===== config.mk =====
export PLATFORM = sky130hd
export DESIGN_NAME = mem_arbiter
export DESIGN_NICKNAME = d
export VERILOG_FILES = /design/src/rtl/mem_arbiter.sv
export SDC_FILE = /design/constraint.sdc
export NUM_CORES = 1
export LEC_CHECK = 0
export CORE_AREA = 2 2 232 234
export DETAILED_ROUTE_END_ITERATION = 8
export DIE_AREA = 0 0 234 236
export PLACE_DENSITY_LB_ADDON = 0.12
export SYNTH_ARGS = -nofsm -noshare
export SYNTH_HDL_FRONTEND = slang
export SYNTH_SLANG_ARGS = --single-unit

===== constraint.sdc =====
create_clock -name clock -period 4.7 [get_ports clock]
set_input_delay 0.705 -clock clock [delete_from_list [all_inputs] [get_ports clock]]
set_output_delay 0.705 -clock clock [all_outputs]
set_load 0.01 [all_outputs]

===== src/rtl/mem_arbiter.sv =====
// Two-port memory arbiter: routes IFU fetches and LSU loads/stores onto one shared
// single-cycle memory, one transaction at a time (IDLE -> ACCESS -> RESP).
module mem_arbiter #(
    parameter int unsigned RR_EN = 1
) (
    input  logic        clock,
    input  logic        reset,
    input  logic        ifu_req_valid,
    output logic        ifu_req_ready,
    input  logic [63:0] ifu_req_addr,
    output logic        ifu_resp_valid,
    input  logic        ifu_resp_ready,
    output logic [63:0] ifu_resp_data,
    input  logic        lsu_req_valid,
    output logic        lsu_req_ready,
    input  logic        lsu_req_write,
    input  logic [63:0] lsu_req_addr,
    input  logic [63:0] lsu_req_wdata,
    input  logic [1:0]  lsu_req_size,
    output logic        lsu_resp_valid,
    input  logic        lsu_resp_ready,
    output logic [63:0] lsu_resp_data,
    output logic        mem_rd_en,
    output logic [63:0] mem_rd_addr,
    input  logic [63:0] mem_rd_data,
    output logic        mem_we_en,
    output logic [63:0] mem_we_addr,
    output logic [63:0] mem_we_data,
    output logic [7:0]  mem_we_mask
);

    localparam int unsigned XLEN   = 64;
    localparam int unsigned MASK_W = 8;
    localparam int unsigned SIZE_W = 2;
    localparam bit          RR     = (RR_EN != 0);

    typedef enum logic [1:0] {
        IDLE   = 2'd0,
        ACCESS = 2'd1,
        RESP   = 2'd2
    } state_t;

    state_t state_q;
    state_t state_d;

    logic grant_ifu;
    logic grant_lsu;
    logic resp_hs;
    logic last_lsu_q;
    logic owner_lsu_q;
    logic write_q;
    logic [XLEN-1:0] rdata;

    function automatic logic [MASK_W-1:0] size_mask(input logic [SIZE_W-1:0] size);
        logic [MASK_W-1:0] m;
        case (size)
            2'd0:    m = 8'h01;
            2'd1:    m = 8'h03;
            2'd2:    m = 8'h0F;
            default: m = 8'hFF;
        endcase
        return m;
    endfunction

    // State register
    always_ff @(posedge clock or negedge reset) begin
        if (!reset) begin
            state_q <= IDLE;
        end else begin
            state_q <= state_d;
        end
    end

    // Next-state logic
    always_comb begin
        state_d = state_q;
        case (state_q)
            IDLE:    if (grant_ifu || grant_lsu) state_d = ACCESS;
            ACCESS:  state_d = RESP;
            RESP:    if (resp_hs) state_d = IDLE;
            default: state_d = IDLE;
        endcase
    end

    // Arbitration and handshake decode; ready is only ever offered to the winner
    always_comb begin
        grant_ifu = 1'b0;
        grant_lsu = 1'b0;
        if (reset && state_q == IDLE) begin
            if (ifu_req_valid && lsu_req_valid) begin
                if (RR && last_lsu_q) begin
                    grant_ifu = 1'b1;
                end else begin
                    grant_lsu = 1'b1;
                end
            end else begin
                grant_ifu = ifu_req_valid;
                grant_lsu = lsu_req_valid;
            end
        end
        ifu_req_ready = grant_ifu;
        lsu_req_ready = grant_lsu;
        resp_hs       = (state_q == RESP) && (owner_lsu_q ? lsu_resp_ready : ifu_resp_ready);
        rdata         = write_q ? '0 : mem_rd_data;
    end

    // Datapath: the memory port registers double as the request latches and
    // are only non-zero during the single ACCESS cycle.
    always_ff @(posedge clock or negedge reset) begin
        if (!reset) begin
            last_lsu_q     <= 1'b1;
            owner_lsu_q    <= 1'b0;
            write_q        <= 1'b0;
            mem_rd_en      <= 1'b0;
            mem_rd_addr    <= '0;
            mem_we_en      <= 1'b0;
            mem_we_addr    <= '0;
            mem_we_data    <= '0;
            mem_we_mask    <= '0;
            ifu_resp_valid <= 1'b0;
            ifu_resp_data  <= '0;
            lsu_resp_valid <= 1'b0;
            lsu_resp_data  <= '0;
        end else begin
            mem_rd_en   <= 1'b0;
            mem_rd_addr <= '0;
            mem_we_en   <= 1'b0;
            mem_we_addr <= '0;
            mem_we_data <= '0;
            mem_we_mask <= '0;
            if (grant_ifu || grant_lsu) begin
                owner_lsu_q <= grant_lsu;
                last_lsu_q  <= grant_lsu;
                write_q     <= grant_lsu && lsu_req_write;
                if (grant_lsu && lsu_req_write) begin
                    mem_we_en   <= 1'b1;
                    mem_we_addr <= lsu_req_addr;
                    mem_we_data <= lsu_req_wdata;
                    mem_we_mask <= size_mask(lsu_req_size);
                end else begin
                    mem_rd_en   <= 1'b1;
                    mem_rd_addr <= grant_lsu ? lsu_req_addr : ifu_req_addr;
                end
            end
            if (state_q == ACCESS) begin
                if (owner_lsu_q) begin
                    lsu_resp_valid <= 1'b1;
                    lsu_resp_data  <= rdata;
                end else begin
                    ifu_resp_valid <= 1'b1;
                    ifu_resp_data  <= rdata;
                end
            end
            if (resp_hs) begin
                ifu_resp_valid <= 1'b0;
                ifu_resp_data  <= '0;
                lsu_resp_valid <= 1'b0;
                lsu_resp_data  <= '0;
            end
        end
    end

endmodule

==> run_summary.xml <==
<?xml version="1.0" encoding="UTF-8"?>
<metrics>
  <group name="grt">
    <metric name="via_count_of_the_first_global_routing_pass" unit="">9932</metric>
    <metric name="grt_overflow" unit="">0</metric>
    <metric name="grt_antenna_before_repair" unit="">4</metric>
    <metric name="grt_pass1_wl" unit="µm">67490</metric>
    <metric name="grt_start_max_net_pins" unit="">149</metric>
    <metric name="track_usage" unit="%">16.51</metric>
  </group>
  <group name="clock_network">
    <metric name="clock_tree.htree_level_count" unit="">2</metric>
    <metric name="clock_path_buffers" unit="">3</metric>
    <metric name="cts_made_buffers" unit="">40</metric>
    <metric name="ctsRootBufferMaster" unit="">clkbuf_16</metric>
    <metric name="clock_pin_slew_on_the_worst_setup_and_hold_paths" unit="ns">0.05</metric>
    <metric name="cts_hold_buf" unit="">0</metric>
    <metric name="post_cts_resize_count" unit="">0</metric>
    <metric name="post-cts-setup-buffers" unit="">0</metric>
    <metric name="clock_insertion_delay_worst_skew" unit="ns">0.54</metric>
    <metric name="tritoncts" unit="">done</metric>
    <metric name="cts.sink_count" unit="">332</metric>
  </group>
  <group name="final_layout">
    <metric name="final_nets" unit="">1736</metric>
    <metric name="area_growth" unit="%">64.41</metric>
    <metric name="layoutNonFillerInstCount" unit="">2192</metric>
    <metric name="final-seq-area" unit="µm²">8309</metric>
    <metric name="layout-drive-gt1-share" unit="%">5.351</metric>
    <metric name="multi_input_area" unit="µm²">3258</metric>
    <metric name="filler_cell_count_in_the_final_layout" unit="">5139</metric>
    <metric name="layout.cell_area.non_filler" unit="µm²">19790</metric>
  </group>
  <group name="setup_path">
    <metric name="critical_path.max_fanout" unit="">33</metric>
    <metric name="worstRegToRegCells" unit="">4</metric>
    <metric name="crit-reg2reg-launch" unit="">owner_lsu_q</metric>
    <metric name="cpMostUsedCell" unit="">clkdlybuf4s50_1</metric>
    <metric name="largest_delay_contributor_family_on_the_critical_path" unit="">buffers and inverters</metric>
    <metric name="regToRegSetupSlack" unit="ns">2.23</metric>
    <metric name="worst-path-buf-inv" unit="">3</metric>
    <metric name="critPathMaxStageDelay" unit="ns">0.59</metric>
    <metric name="critPathSlowestCell" unit="">clkdlybuf4s50_1</metric>
    <metric name="worst-endpoint-required" unit="ns">3.99</metric>
    <metric name="critical_path_class" unit="">input pin to primary output</metric>
    <metric name="worstSetupEndpointType" unit="">primary output</metric>
    <metric name="regToRegEndpoint" unit="">lsu_resp_data[33]</metric>
    <metric name="crit_arrival" unit="ns">2.68</metric>
    <metric name="worstSetupStartpointType" unit="">input pin</metric>
    <metric name="ordered_list_of_cells_on_the_worst_path" unit="">clkdlybuf4s50_1 &gt; a21boi_4 &gt; buf_4 &gt; and2_1 &gt; clkdlybuf4s50_1</metric>
  </group>
  <group name="sta">
    <metric name="timing.slew.headroom" unit="%">38.92</metric>
    <metric name="hold_violations" unit="">0</metric>
    <metric name="final.setup.tns" unit="ns">0</metric>
    <metric name="slew_viol_final" unit="">0</metric>
    <metric name="post-route-period-util" unit="%">72.06</metric>
    <metric name="final.setup_skew" unit="ns">0.01307</metric>
    <metric name="max_slew.worst_pin.slew" unit="ns">0.9130</metric>
    <metric name="achievable-frequency" unit="MHz">295.3</metric>
    <metric name="hold_slack" unit="ns">0.06600</metric>
    <metric name="rsz_0062_raised_after_global_routing" unit="">no</metric>
    <metric name="timing.final.setup_violations" unit="">0</metric>
    <metric name="finalWorstPathRequiredPeriod" unit="ns">3.387</metric>
  </group>
  <group name="drt">
    <metric name="avgViaCountPerCell" unit="">4.242</metric>
    <metric name="drt_pass1_iterations" unit="">4</metric>
    <metric name="detail_route.drc_violations" unit="">0</metric>
    <metric name="antenna_violating_nets_post_route" unit="">0</metric>
    <metric name="first_iter_violations" unit="">401</metric>
    <metric name="vias" unit="">9298</metric>
    <metric name="finalWirelength" unit="µm">46480</metric>
    <metric name="wl_per_cell" unit="µm">21.20</metric>
  </group>
  <group name="placement">
    <metric name="hpwl" unit="µm">32140</metric>
    <metric name="gp_routability_congestion" unit="">0.7774</metric>
    <metric name="dpl-instance-area" unit="µm²">18590</metric>
    <metric name="place_inst" unit="">2125</metric>
    <metric name="io_buffers" unit="">598</metric>
  </group>
  <group name="synth">
    <metric name="synth.yosys.warnings" unit="">0</metric>
    <metric name="yosys-top-cells-count" unit="">331 x dfrtp_1, 130 x and2_1, 128 x a22o_1</metric>
    <metric name="synth_edf_count" unit="">0</metric>
    <metric name="synth_top_area_cell" unit="">dfrtp_1</metric>
    <metric name="asyncSetResetFlopFracSynth" unit="%">100.0</metric>
    <metric name="yosys.cell_count.top_type" unit="">dfrtp_1</metric>
    <metric name="post_synth.cell_area_avg" unit="µm²">13.54</metric>
    <metric name="ys_top_cells_by_area" unit="">dfrtp_1 69%, a22o_1 9.3%, and2_1 6.8%</metric>
    <metric name="netlist_area" unit="µm²">12040</metric>
    <metric name="post_synth_inst_count" unit="">889</metric>
    <metric name="dominantRegCellSynth" unit="">dfrtp_1</metric>
    <metric name="synth_seq_area_share" unit="%">69.03</metric>
    <metric name="synthesis.nets" unit="">1154</metric>
    <metric name="ys_seq_elements" unit="">332</metric>
    <metric name="netlist-cell-type-count" unit="">32</metric>
    <metric name="synthDominantCellAreaShare" unit="%">68.81</metric>
  </group>
  <group name="floorplan">
    <metric name="fp.dieArea" unit="µm²">55220</metric>
    <metric name="floorplan.initialDensity" unit="%">22.68</metric>
    <metric name="core_region_area" unit="µm²">53070</metric>
    <metric name="die_width" unit="µm">234</metric>
    <metric name="floorplan.die.height" unit="µm">236</metric>
    <metric name="design.portCount" unit="">599</metric>
    <metric name="row_count" unit="">85</metric>
  </group>
  <group name="power">
    <metric name="vdd_drop_max" unit="µV">250.3</metric>
    <metric name="static-leakage-power" unit="nW">8.723</metric>
    <metric name="powerDensity" unit="nW/µm²">496.9</metric>
  </group>
  <group name="run">
    <metric name="drv_cap" unit="">0</metric>
  </group>
  <group name="min_path">
    <metric name="min-delay-path-class" unit="">input pin to async pin</metric>
  </group>
  <group name="run_status">
    <metric name="run_status" unit="">finished, final reports clean</metric>
  </group>
</metrics>
-- report_power, final --
group / switching, W / internal [W] / total, W
clock network: 0.00121 / 0.00171 / 0.00293
registers: 0.000336 / 0.00346 / 0.00379
logic: 0.00142 / 0.00170 / 0.00311
total: 0.00297 / 0.00687 / 0.00984
-- placed cells by master, fill, tap and decap left out, types with 2 or more instances in the layout --
master | Yosys | routed
clkbuf_16 | 0 | 41
clkinvlp_4 | 0 | 2
a22o_1 | 128 | 128
a2bb2oi_4 | 2 | 2
nand2_1 | 67 | 67
clkinv_2 | 0 | 2
buf_4 | 7 | 13
clkbuf_8 | 0 | 4
clkdlybuf4s50_1 | 0 | 596
clkbuf_1 | 25 | 16
and2_1 | 130 | 130
inv_1 | 3 | 3
a21oi_1 | 68 | 68
buf_12 | 0 | 3
nor3_4 | 2 | 2
nand3b_1 | 64 | 64
dfrtp_1 | 331 | 331
o21ai_0 | 4 | 4
-- area by class of cell --
cell class | instances | area share [%]
antenna | 1 | 0.01264
clock buffer | 61 | 5.766
clock inverter | 5 | 0.2782
inverter | 3 | 0.05690
multi-input combinational | 480 | 16.46
sequential | 332 | 41.98
tap | 696 | 4.400
timing repair buffer | 614 | 31.04
-- stage by stage --
| stage | setup WS (ns) | util, % | power, W |
|---|---|---|---|
| after CTS | 1.293 | 37.29 | 0.01004 |
| after global placement | 1.345 | 35.03 | 0.007013 |
| after detailed placement | 1.306 | 35.03 | 0.007007 |
| final | 1.313 | 37.29 | 0.009835 |
| after floorplan | 2.731 | - | 0.005192 |
| after global routing | 1.227 | 37.29 | 0.01037 |
-- routing by layer --
layer / GRT usage [%] / vias to the layer above / wire (µm)
met5: 0 / - / 46
met4: 5.409 / 6 / 1254
li1: - / 4229 / -
met2: 27.10 / 395 / 22640
met1: 19.18 / 4594 / 17660
met3: 7.205 / 74 / 4880
-- how the worst max path moves through the flow --
stage | start | slack (ns) | to | cells after the start
2_1_floorplan | lsu_req_valid | 2.73 | lsu_req_ready | 3
3_3_place_gp | lsu_req_valid | 1.35 | lsu_req_ready | 5
3_5_place_dp | lsu_req_valid | 1.31 | lsu_req_ready | 5
4_1_cts | lsu_req_valid | 1.29 | lsu_req_ready | 5
5_1_grt | lsu_req_valid | 1.23 | lsu_req_ready | 5
6_report | lsu_req_valid | 1.31 | lsu_req_ready | 5
-- flip-flops by register name, indices dropped and copies added, names as in the netlist, 2 cells and up --
signal	flops
lsu_resp_data	64
ifu_resp_data	64
mem_we_addr	64
state_q	2
mem_rd_addr	64
mem_we_data	64
mem_we_mask	4
-- cells by family after synthesis --
logic type | Yosys count | share of synthesized area [%]
compound gates | 209 | 13.18
simple gates | 269 | 13.45
buf+inv | 77 | 4.137
flops | 332 | 69.03
mux | 2 | 0.2078
Power figures use the tool's default switching activity.
==> edit, RTL diff (same flow settings) <==
Reset style: synchronous (`reset`), changed in 2 clocked blocks.
--- a/src/rtl/mem_arbiter.sv
+++ b/src/rtl/mem_arbiter.sv
@@ -63,7 +63,7 @@
     endfunction
 
     // State register
-    always_ff @(posedge clock or negedge reset) begin
+    always_ff @(posedge clock) begin
         if (!reset) begin
             state_q <= IDLE;
         end else begin
@@ -106,7 +106,7 @@
 
     // Datapath: the memory port registers double as the request latches and
     // are only non-zero during the single ACCESS cycle.
-    always_ff @(posedge clock or negedge reset) begin
+    always_ff @(posedge clock) begin
         if (!reset) begin
             last_lsu_q     <= 1'b1;
             owner_lsu_q    <= 1'b0;
Behaviour: differs if reset is asserted again (counterexample within 4 cycles, from zero or initial values and one cycle with reset low); with reset held inactive, the same outputs for 4 cycles.
==> edit against the original RTL <==
Cell count is 8.9% higher. Worst setup slack got worse by 0.086 ns. Synthesized area decreased by 11%. Critical path depth fell by 1. Sequential cell count rose by 1. Highest routed layer unchanged. Non-clock buffer count down 6. Sequential share of layout area fell by 6.2 points. Critical path type unchanged. Clock skew rose by 0.0015 ns. Design area decreased by 5.8%. Routed wire length is 2.0% lower. Core utilization down 2.1 points.
Power is not compared: it rests on default switching activity, and its combinational part moved more than twofold at a synthesized area within 25%.
==> edit: results (changes against the original RTL) <==
[timing]
worst_pin_slew_ns=1.05  ; +0.140 ns
worst_hold_slack_ns=0.452  ; +0.386 ns
fin_worst_skew_ns=0.0146  ; +0.00151 ns

[clocking]
cts_max_level=2  ; unchanged
cts_buffers=40  ; unchanged
clk_path_buf_depth=3  ; unchanged
clockRootBuffer=clkbuf_16
post_cts_resized=0  ; unchanged
clk_pin_slew_ns=0.06

[global_route]
grt_use_met3=0.0653  ; -0.00677
antenna_found_initial=3  ; -1
grt_use_met1=0.169  ; -0.0229
grt_usage=0.158  ; -0.00668
first_global_vias=9385  ; -5.5%
use_met2=0.281  ; +0.00956
grt_pass1_wl_um=64900  ; -3.9%
grt_max_degree=131  ; -12%

[synthesis]
syn_area_per_cell_um2=9.81  ; -28%
syn_nets=1357  ; +18%
async_reset_ff_frac=0  ; -1.00
ys_types=34  ; +6.3%
synthTopCellsByCount=dfxtp_1 (333), nand2_1 (258), and2_1 (129)
synthTopCellsByArea=dfxtp_1 (62%), nand2_1 (9.0%), and2_1 (7.5%)
yosysWarnings=0  ; unchanged
synth_edf_count=0  ; unchanged
ys_seq_area_frac=0.623  ; -0.0677

[detailed_routing]
wl_met3_um=4540  ; -6.9%
initialDrtViolationCount=399  ; -0.50%
met1_length_um=17000  ; -3.9%
wl_met2_um=22900  ; +1.1%
drtPass1Iterations=4  ; unchanged
wl_per_cell_um=19.1  ; -10%
top_layer=met5
num_vias=9519  ; +2.4%

[layout]
final_layout_size_suffix_gt1_frac=0.0497  ; -0.00378
instances_no_fill=2386  ; +8.9%
fillers=5434  ; +5.7%
nets=1924  ; +11%

[placement]
place_area_um2=17300  ; -7.1%
dpl.cell_count=2313  ; +8.8%
dp_hpwl_um=32800  ; +2.0%
place_ws_ns=1.22  ; -0.0808 ns
gp_routability_congestion=0.829  ; +6.6%

[worst_hold_path]
worst_hold_path.num_cells=2
min_to=ifu_resp_data[23]$_SDFFE_PP0P_
hold_path_startpoint=ifu_resp_data[23]$_SDFFE_PP0P_
holdCritPathClass=reg -> reg

[setup_path]
rr_startpoint=state_q[1]$_SDFFE_PN0P_
arrival_ns=2.77  ; +0.09 ns
rrSetupSlack_ns=2.34  ; +0.11 ns
rr_endpoint=mem_rd_addr[6]$_SDFF_PP0_
ff2ff_path_depth=4  ; unchanged
path_max_fanout=7  ; -79%

[outcome]
status=complete, no violations

[power]
leakagePower_nw=6.81

-- edit: how the worst max path moves through the flow --
| stage | slack [ns] | cells past startpoint | from | endpoint |
|---|---|---|---|---|
| finish | 1.23 | 4 | reset | ifu_req_ready |
| global route | 1.16 | 4 | reset | ifu_req_ready |
| CTS | 1.22 | 4 | reset | ifu_req_ready |
| detailed placement | 1.22 | 4 | reset | ifu_req_ready |
| global placement | 1.24 | 4 | reset | ifu_req_ready |
| floorplan | 2.36 | 4 | reset | ifu_req_ready |
-- edit: layout make-up --
type                    instances  area share
clock inverters                 9     0.00684
well taps                     696      0.0467
diodes                          1    0.000134
flip-flops and latches        333       0.357
multi-input cells             674       0.195
inverters                       2    0.000402
clock buffers                  63      0.0669
repair buffers                608       0.327
-- edit: through the flow --
stage | utilization | power [mW]
4_1_cts | 0.351 | 7.19
3_3_place_gp | 0.325 | 3.90
6_report | 0.351 | 7.05
2_1_floorplan | - | 3.34
3_5_place_dp | 0.325 | 3.90
5_1_grt | 0.351 | 7.36
-- edit: kinds of logic (layout without fill, tap and decap cells) --
group                  Yosys count  in the layout  synth area share
AOI/OAI and AO/OA              200            200             0.118
buffers and inverters           85            682            0.0415
DFF                            333            333             0.623
muxes                            1              1          0.000935
other                            0              1                 0
and+or+nand+nor                473            473             0.217
-- edit: power breakdown --
group | switching [mW] | total (mW) | internal (mW) | leakage, nW
Sequential | 0.0544 | 2.99 | 2.94 | 2.70
Combinational | 0.366 | 0.837 | 0.471 | 3.43
Clock | 1.24 | 3.22 | 1.98 | 0.682
Total | 1.66 | 7.05 | 5.39 | 6.81
-- edit: worst max-delay path, stage by stage --
cell	delay, ns
clkdlybuf4s50_1	0.62
or3b_1	0.59
nor3b_4	0.28
clkdlybuf4s50_1	0.57
